===== src/rtl/param_seq_detector.sv =====
// param_seq_detector
//   Runtime-programmable serial bit-pattern detector. A history shift register
//   plus a fill counter track how many valid bits are available. A window is
//   compared against the low 'len' bits of the programmed pattern. Reset
//   defaults give a 101010 non-overlapping detector.
// Ports
//   clk          rising-edge clock
//   reset_n      asynchronous active-low reset
//   in_valid     qualifies x
//   x            serial data bit
//   cfg_load     load cfg_pattern/cfg_len/cfg_overlap this cycle (bit discarded)
//   cfg_pattern  pattern, bit[len-1] is the first bit received
//   cfg_len      pattern length, legal range 1..MAX_LEN
//   cfg_overlap  1 = overlapping matches allowed
//   cnt_clr      synchronous clear of match_count (wins over a match)
//   y            registered one-cycle match pulse
//   match_count  saturating match counter
//   cfg_err      one-cycle pulse when a cfg_load is rejected
module param_seq_detector #(
  parameter int unsigned           MAX_LEN     = 8,
  parameter int unsigned           CNT_W       = 8,
  parameter logic [MAX_LEN-1:0]    DEF_PATTERN = 8'b101010,
  parameter int unsigned           DEF_LEN     = 6,
  parameter logic                  DEF_OVERLAP = 1'b0,
  localparam int unsigned          LW          = $clog2(MAX_LEN + 1)
) (
  input  logic               clk,
  input  logic               reset_n,
  input  logic               in_valid,
  input  logic               x,
  input  logic               cfg_load,
  input  logic [MAX_LEN-1:0] cfg_pattern,
  input  logic [LW-1:0]      cfg_len,
  input  logic               cfg_overlap,
  input  logic               cnt_clr,
  output logic               y,
  output logic [CNT_W-1:0]   match_count,
  output logic               cfg_err
);

  logic [MAX_LEN-1:0] r_pattern;
  logic [LW-1:0]      r_len;
  logic               r_overlap;
  logic [MAX_LEN-1:0] r_hist;
  logic [LW-1:0]      r_fill;

  logic               w_accept;
  logic               w_cfg_ok;
  logic [MAX_LEN-1:0] w_window;
  logic [MAX_LEN-1:0] w_mask;
  logic [LW:0]        w_fill_p1;
  logic               w_fill_ok;
  logic               w_hit;
  logic [LW-1:0]      w_fill_next;

  assign w_accept = in_valid & ~cfg_load;
  assign w_cfg_ok = (cfg_len != '0) && (cfg_len <= LW'(MAX_LEN));

  // Window is {hist, x} truncated to MAX_LEN; only the low len bits matter.
  assign w_window = {r_hist[MAX_LEN-2:0], x};

  always_comb begin
    w_mask = '0;
    for (int unsigned i = 0; i < MAX_LEN; i++) begin
      w_mask[i] = (i < 32'(r_len));
    end
  end

  // fill >= len-1 rewritten as fill+1 >= len to avoid underflow.
  assign w_fill_p1 = {1'b0, r_fill} + (LW+1)'(1);
  assign w_fill_ok = (w_fill_p1 >= {1'b0, r_len});
  assign w_hit     = w_accept && w_fill_ok && (((w_window ^ r_pattern) & w_mask) == '0);

  always_comb begin
    w_fill_next = r_fill;
    if (w_hit && !r_overlap) begin
      w_fill_next = '0;
    end else if (w_fill_p1 > {1'b0, r_len}) begin
      w_fill_next = r_len;
    end else begin
      w_fill_next = w_fill_p1[LW-1:0];
    end
  end

  always_ff @(posedge clk or negedge reset_n) begin
    if (!reset_n) begin
      r_pattern <= DEF_PATTERN;
      r_len     <= LW'(DEF_LEN);
      r_overlap <= DEF_OVERLAP;
      r_hist    <= '0;
      r_fill    <= '0;
      y         <= 1'b0;
      cfg_err   <= 1'b0;
    end else begin
      y       <= w_hit;
      cfg_err <= cfg_load & ~w_cfg_ok;
      if (cfg_load) begin
        if (w_cfg_ok) begin
          r_pattern <= cfg_pattern;
          r_len     <= cfg_len;
          r_overlap <= cfg_overlap;
          r_fill    <= '0;
        end
      end else if (in_valid) begin
        r_hist <= w_window;
        r_fill <= w_fill_next;
      end
    end
  end

  always_ff @(posedge clk or negedge reset_n) begin
    if (!reset_n) begin
      match_count <= '0;
    end else if (cnt_clr) begin
      match_count <= '0;
    end else if (w_hit && (match_count != '1)) begin
      match_count <= match_count + CNT_W'(1);
    end
  end

endmodule

===== config.mk =====
export PLATFORM = sky130hd
export DESIGN_NAME = param_seq_detector
export DESIGN_NICKNAME = d
export VERILOG_FILES = /design/src/rtl/param_seq_detector.sv
export SDC_FILE = /design/constraint.sdc
export NUM_CORES = 1
export LEC_CHECK = 0
export ABC_AREA = 0
export BUFFER_PORTS_ARGS = -buffer_cell sky130_fd_sc_hd__buf_2
export CAP_MARGIN = 10
export CORE_ASPECT_RATIO = 0.6
export CORE_MARGIN = 2
export CORE_UTILIZATION = 45
export CTS_BUF_LIST = sky130_fd_sc_hd__clkbuf_2 sky130_fd_sc_hd__clkbuf_4 sky130_fd_sc_hd__clkbuf_8
export CTS_CLUSTER_DIAMETER = 150
export DETAILED_ROUTE_END_ITERATION = 10
export MAX_ROUTING_LAYER = met4
export PLACE_DENSITY_LB_ADDON = 0.05
export SLEW_MARGIN = 20
export SYNTH_ARGS = -nofsm -noshare
export SYNTH_HDL_FRONTEND = slang
export SYNTH_SLANG_ARGS = --single-unit

===== constraint.sdc =====
create_clock -name clk -period 7.7 [get_ports clk]
set_clock_uncertainty 0.2 [all_clocks]
set_input_delay 1.54 -clock clk [delete_from_list [all_inputs] [get_ports clk]]
set_output_delay 1.54 -clock clk [all_outputs]
set_load 0.05 [all_outputs]

; ---- After elaboration in Yosys (flattened, before gate mapping)
; Cells that the tools add are included.
[totals]
register_bits = 34
output_inout_bits = 10
inputBits = 19
[op_classes]
magnitude_cmp = 11
addsub = 2
muxes = 7
n_bitwise = 6
n_reduce_logical = 13
eq_ne = 2
[ops]
columns = operator, count
row1 = $mux 4, 5
row2 = $lt 3x4->1 const A, 4
row3 = $mux 8, 2
row4 = $add 8x1->8 const B, 1
row5 = $and 8x8->8, 1
row6 = $logic_not 8->1, 1
row7 = $lt 1x4->1 const A, 2
row8 = $lt 2x4->1 const A, 2
row9 = $ne 8x8->1 const B, 1
row10 = $xor 8x8->8, 1
row11 = $reduce_and 2->1, 3
row12 = $add 4x1->5 const B, 1
row13 = $ge 5x4->1, 1
row14 = $gt 5x4->1, 1
row15 = $logic_and 1x1->1, 5
row16 = $le 4x4->1 const B, 1
row17 = $reduce_bool 2->1, 2
row18 = $reduce_bool 4->1, 1
row19 = $and 1x1->1, 2
row20 = $ne 2x1->1 const B, 1
row21 = $not 1->1, 2
row22 = $logic_not 1->1, 1

; ---- Longest topological paths before layout
; Gate-level depths: netlist of the first run.
[depth]
depth_word = 8
mapped_depth = 10
ltp_nobuf = 9

; ---- Worst setup path after synthesis of the first run
; No wires, ideal clock.
[synth_path]
path_kind = input to register
from = in in_valid
to = reg match_count[5]
required_ns = 7.381
path_slack_ns = 4.469
arrival_ns = 2.912
cell_stages = 8
n_path_buf = 2
setup_ns = 0.119
cell_sequence = or2b_1 > buf_4 > a221oi_2 > o211a_1 > nand3_2 > buf_6 > o31a_1 > o21ba_1
[synth_via]
elab_chain_cells = 5
[synth_lines]
columns = item, line
row1 = start: declaration, 29  ; input logic in_valid,
row2 = $and 1x1->1, 56  ; assign w_accept = in_valid & ~cfg_load;
row3 = $logic_and 1x1->1 (2 in series), 72  ; assign w_hit = w_accept && w_fill_ok && (((w_window ^ r_pattern) & w_mask) == '0);
row4 = $logic_and 1x1->1, 116  ; end else if (w_hit && (match_count != '1)) begin
row5 = $reduce_bool 2->1 (no source line), -
row6 = end signal: assignment, 117  ; match_count <= match_count + CNT_W'(1);
row7 = end: declaration, 37  ; output logic [CNT_W-1:0] match_count,
; No other way between the ends.
; A chain may end at the register's enable or synchronous reset.

; ---- Worst setup path in the final report of the first run
[layout_path]
from = in cfg_load
to = reg match_count[6]
[layout_via]
elab_chain_cells = 6
[layout_lines]
columns = item, line
row1 = start: declaration, 31  ; input logic cfg_load,
row2 = $not 1->1 (no source line), -
row3 = $and 1x1->1, 56
row4 = $logic_and 1x1->1 (2 in series), 72
row5 = $logic_and 1x1->1, 116
row6 = $reduce_bool 2->1 (no source line), -
; No other way between the ends.

==> results.json, run 1 <==
{
  "layout_common_cells": "dfrtp_1 (29), buf_2 (28), nand2_1 (24), mux2_2 (10)",
  "yosysWarnings": 0,
  "synthCells": 169,
  "fin_cells": 245,
  "critPathMaxStageDelay_ns": 0.42,
  "setup_violations": 0,
  "diodes": 0,
  "cts_root_buf": "clkbuf_8",
  "cts.clk_slew.worst_paths_ns": 0.07,
  "rsz0062_at_grt": "no",
  "worstMarginPinSlew_ns": 0.921,
  "fin_crit_sh": 0.422,
  "finalHoldViolCount": 0,
  "ys_ff_latch": 34,
  "synthFlopType": "dfrtp_1",
  "grt_pass1_wl_mm": 6.17,
  "first_pass_iters": 4,
  "net-switching-power_uw": 197,
  "numCtsBuffers": 5,
  "die_w_um": 86.5,
  "drtIter0Drc": 49,
  "ir_drop_mv": 0.137,
  "p_int_uw": 379,
  "rows": 17,
  "drc": 0,
  "seqPwrFrac": 0.416,
  "synthArstFlopShare": 1.00,
  "postRouteAntennaNets": 0,
  "clk-insertion-delay-late_ns": 0.29,
  "synth.cell_area_um2": 1840,
  "synthesis.nets": 194,
  "drive_above_1_share": 0.313,
  "synth.avg_cell_area_um2": 10.9,
  "numPortBuffers": 28,
  "start_util": 0.485,
  "grt.overflow.total": 0,
  "synth_edf_count": 0,
  "dp.cells": 237,
  "wirelength_mm": 3.70,
  "critical_path.cell_chain": "buf_2 > or2b_1 > a221oi_2 > o211a_1 > nand3_2 > or3_1 > a21oi_1",
  "yosys-top-cells-area": "dfrtp_1 (39%), dfstp_2 (7.1%), mux2_2 (6.1%)",
  "final_util": 0.550,
  "final_common_cell": "dfrtp_1",
  "syn2layout_area_growth_pct": 13.3,
  "crit_required_ns": 7.72,
  "period_needed_ns": 3.25,
  "worstPathArrival_ns": 3.27,
  "whs_ns": 0.308,
  "setup_slack_ns": 4.45,
  "criticalPathCategory": "primary input to flop",
  "clockBufferDepth": 2,
  "cp-start-kind": "primary input",
  "h-tree-depth": 2,
  "cts_tree": "yes",
  "slew_headroom": 0.385,
  "vias": 1372,
  "cpMaxStageDelayCell": "or3_1",
  "fillers": 342,
  "maxCapViolations": 0,
  "antenna_found_initial": 0,
  "grt_pass1_vias": 1292,
  "synth_top_area_frac": 0.395,
  "holdCritPathClass": "flop to flop",
  "vias_per_cell": 5.60,
  "nets": 222,
  "fp.dieArea_um2": 4630,
  "cts_hold_buf": 0,
  "place_hpwl_mm": 2.73,
  "wl_per_cell_um": 15.1,
  "seq_area_frac_synth": 0.466,
  "slew_violations": 0,
  "synthDistinctLibCells": 45,
  "rrSetupSlack_ns": 4.85,
  "power_density_nw_per_um2": 276,
  "cp_max_fo": 12,
  "cts_sinks": 34,
  "core-area_um2": 3790,
  "clkPwrFrac": 0.242,
  "outcome": "finished clean",
  "yosys.area.top_type": "dfrtp_1",
  "p_comb_frac": 0.342,
  "io_pins": 29,
  "fmax_mhz": 308,
  "crit_path_end_kind": "flop",
  "leakage_nw": 1.02,
  "post-place-ws_ns": 4.16,
  "grt_max_degree": 35,
  "grt_usage": 0.187,
  "fp.dieH_um": 53.5,
  "cts_repair_resize_count": 0,
  "setup-tns-final_ns": 0,
  "postCtsSetupRepairBufs": 0,
  "swShare": 0.342,
  "gp_congestion": 0.880
}
area by class of cell:
class | count | area [um^2] | area share
clock buffers | 6 | 82.6 | 0.0396
clock inverters | 2 | 12.5 | 0.00601
inverters | 5 | 18.8 | 0.00901
multi-input cells | 123 | 913 | 0.438
flip-flops and latches | 34 | 857 | 0.411
well taps | 47 | 58.8 | 0.0282
repair buffers | 28 | 140 | 0.0673
worst paths after layout:
path                            from              to  cells after the start
min                        r_hist[6]       r_hist[6]                      2
max                         cfg_load  match_count[6]                      7
max reg2reg                r_fill[0]       r_fill[3]                      9
max in group asynchronous    reset_n       r_fill[2]                      1
min reg2reg                r_hist[6]       r_hist[6]                      2
min in group asynchronous    reset_n  match_count[1]                      1
state kept, by name (all words and copies together) (netlist names):
name and count:
match_count 8, r_pattern 8, r_hist 7, r_fill 4
r_len 4, cfg_err 1, r_overlap 1, y 1
power groups by stage:
stage,clock network [mW],registers [mW],logic (mW)
floorplan,0,0.237,0.163
CTS,0.142,0.239,0.199
global placement,0,0.241,0.194
detailed placement,0,0.243,0.198
global route,0.152,0.243,0.218
finish,0.139,0.239,0.197
metal layers:
layer / global-route usage / vias up / share of wire
met5: - / - / 0
met4: 0.0781 / 0 / 0.015
met3: 0.0515 / 7 / 0.037
met2: 0.273 / 25 / 0.43
met1: 0.248 / 677 / 0.51
li1: - / 663 / -
synthesized netlist by cell type (all sizes together), types with 2 or more instances:
cell type and instances:
mux2 15, xnor2 5, mux2i 2, ha 6, clkbuf 2, xor2 8, or3 6, buf 5
o21ai 8, inv 5, nand3 5, nor3 2, dfrtp 29, nor2 5, and3 2, nand2 24
dfstp 5, a21oi 9, nand4 3, nor2b 2, a32o 4
logic make-up after synthesis:
kind of cell,share of synthesized area
AOI/OAI and AO/OA,0.120
xor gates and xnor gates,0.0619
adders and majority gates,0.0408
buffers and inverters,0.0368
DFF,0.466
muxes,0.103
and+or+nand+nor,0.171
stage by stage:
stage	instance area [um^2]	total power, mW
floorplan	1840	0.400
global placement	1990	0.435
detailed placement	1990	0.441
CTS	2080	0.580
global route	2080	0.613
finish	2080	0.576
critical path, delay by kind of cell:
family,cells,cell delay (ns)
AO/OA/AOI/OAI,3,0.60
buffers and inverters,1,0.13
AND/OR/NAND/NOR,3,0.98
(Power assumes the default switching activity.)
==> run 2: changes to the inputs <==
Settings changed: ABC_AREA 0 to 1.
Clock period 7.7 ns to 2.74 ns, I/O delays scaled along.
==> run 2 against run 1 <==
Compared with the run above: final area up 4.0%; non-clock buffer count rose by 3; sequential power grew to 2.7 times the previous value; clock power grew to 2.9 times the previous value; combinational power increased to 2.5 times the previous value; worst setup slack worse by 4.1 ns; largest power group unchanged; count of clock-buffer cells in the layout grew 2; via count up 15%.
==> results.json, run 2 <==
{
  "numPortBuffers": 28,
  "cts_tree": "yes",
  "ir_drop_mv": 0.338,
  "reg_top3": "match_count (8), r_pattern (8), r_hist (7)",
  "fp.dieArea_um2": 4710,
  "drc": 0,
  "worstMarginPinSlew_ns": 0.761,
  "nets": 295,
  "grt_pass1_wl_mm": 6.60,
  "synthDistinctLibCells": 21,
  "yosysMostFrequentCell": "nand2_1",
  "cp-start-kind": "flop",
  "cp_max_fo": 10,
  "place_hpwl_mm": 2.87,
  "maxCapViolations": 0,
  "synthesis.nets": 262,
  "synthArstFlopShare": 1.00,
  "vias_per_cell": 4.90,
  "grt.overflow.total": 0,
  "grt_pass1_vias": 1352,
  "antenna_found_initial": 0,
  "outcome": "finished clean",
  "cts_root_buf": "clkbuf_8",
  "diodes": 0,
  "holdCritPathClass": "primary input to async pin",
  "finalHoldViolCount": 0,
  "cts_sinks": 34,
  "yosysWarnings": 0,
  "grt_max_degree": 35,
  "period_needed_ns": 2.43,
  "wl_per_cell_um": 12.1,
  "clockBufferDepth": 2,
  "setup_violations": 0,
  "io_pins": 29,
  "setup-tns-final_ns": 0,
  "fin_crit_sh": 0.887,
  "drive_above_1_share": 0.203,
  "first_pass_iters": 4,
  "fmax_mhz": 412,
  "numCtsBuffers": 5,
  "wirelength_mm": 3.89,
  "crit_required_ns": 2.71,
  "placed_area_um2": 2070,
  "layout_common_cells": "nand2_1 (74), dfrtp_1 (29), buf_2 (28), inv_1 (26), nand3_1 (22)",
  "clk-insertion-delay-late_ns": 0.28,
  "synth_top_area_frac": 0.387,
  "die_w_um": 87.3,
  "drtIter0Drc": 48,
  "core-area_um2": 4050,
  "power_density_nw_per_um2": 716,
  "gp_congestion": 0.877,
  "fin_area_um2": 2170,
  "start_util": 0.462,
  "rows": 18,
  "synth_edf_count": 0,
  "vias": 1574,
  "postRouteAntennaNets": 0,
  "leakage_nw": 1.22,
  "ys_ff_latch": 34,
  "final_util": 0.534,
  "rsz0062_at_grt": "no",
  "slew_headroom": 0.493,
  "synth.avg_cell_area_um2": 7.90,
  "worstPathArrival_ns": 2.40,
  "yosys.area.top_type": "dfrtp_1",
  "crit_path_end_kind": "flop",
  "post-place-ws_ns": 0.309,
  "criticalPathCategory": "flop to flop",
  "postCtsSetupRepairBufs": 0,
  "setup_slack_ns": 0.311,
  "whs_ns": 0.133,
  "synthCells": 237,
  "syn2layout_area_growth_pct": 15.6,
  "yosys-top-cells-area": "dfrtp_1 (39%), nand2_1 (15%), dfstp_2 (7.0%)",
  "seq_area_frac_synth": 0.458,
  "final_common_cell": "nand2_1",
  "cts.clk_slew.worst_paths_ns": 0.06,
  "cts_hold_buf": 0,
  "cts_repair_resize_count": 0,
  "fp.dieH_um": 54.0,
  "grt_usage": 0.195,
  "rr_worst_depth": 13,
  "synthFlopType": "dfrtp_1",
  "slew_violations": 0,
  "h-tree-depth": 2,
  "synth.cell_area_um2": 1870,
  "synthTopCellsByCount": "nand2_1 (74), dfrtp_1 (29), inv_1 (26), nand3_1 (22), nor2_1 (15)"
}
[run 2: routing by layer]
layer	track usage	share of wire
met1	0.296	0.59
met2	0.246	0.36
met3	0.0506	0.039
met4	0.0615	0.011
met5	-	0
[run 2: cells by family after synthesis]
logic type | count (synthesis) | share of synthesized area
DFF | 34 | 0.458
muxes | 5 | 0.0301
xor gates and xnor gates | 10 | 0.0468
buffers and inverters | 33 | 0.0721
AOI/OAI and AO/OA | 23 | 0.0615
and+or+nand+nor | 126 | 0.292
adders and majority gates | 6 | 0.0401
[run 2: cell type report]
| class | count | area, um^2 |
|---|---|---|
| clock buffers | 8 | 97.6 |
| flip-flops and latches | 34 | 857 |
| fillers | 410 | 1890 |
| multi-input cells | 170 | 881 |
| inverters | 28 | 105 |
| repair buffers | 31 | 163 |
| well taps | 50 | 62.6 |
[run 2: power breakdown]
group	internal [mW]	total [mW]	switching, mW
combinational	0.187	0.497	0.311
sequential	0.588	0.653	0.0644
clock	0.225	0.400	0.176
total	0.999	1.55	0.551
[run 2: path summary, 6_finish.rpt]
kind / startpoint / endpoint / slack, ns
worst max-delay path: r_fill[0] / r_fill[3] / 0.31
min in group clk: x / r_hist[0] / 0.29
max in group asynchronous: reset_n / y / 1.72
worst min-delay path: reset_n / r_pattern[2] / 0.13
worst max register to register: r_fill[0] / r_fill[3] / 0.31
worst min register to register: r_hist[6] / r_hist[6] / 0.31
[run 2: per-stage QoR]
step | std cells | total power, mW
6_report | 321 | 1.55
3_3_place_gp | 313 | 1.16
3_5_place_dp | 313 | 1.15
5_1_grt | 321 | 1.67
4_1_cts | 321 | 1.56
2_1_floorplan | 237 | 1.03
[run 2: critical path: stages, from the launching register on]
cell	delay, ns
dfrtp_1	0.43
ha_1	0.24
xor2_1	0.16
ha_1	0.30
nand2_1	0.05
inv_1	0.07
nand4_1	0.16
nand3_1	0.14
nand2_1	0.06
nor2_2	0.11
buf_4	0.19
nand2_4	0.08
nand3_1	0.08
nand2_1	0.05
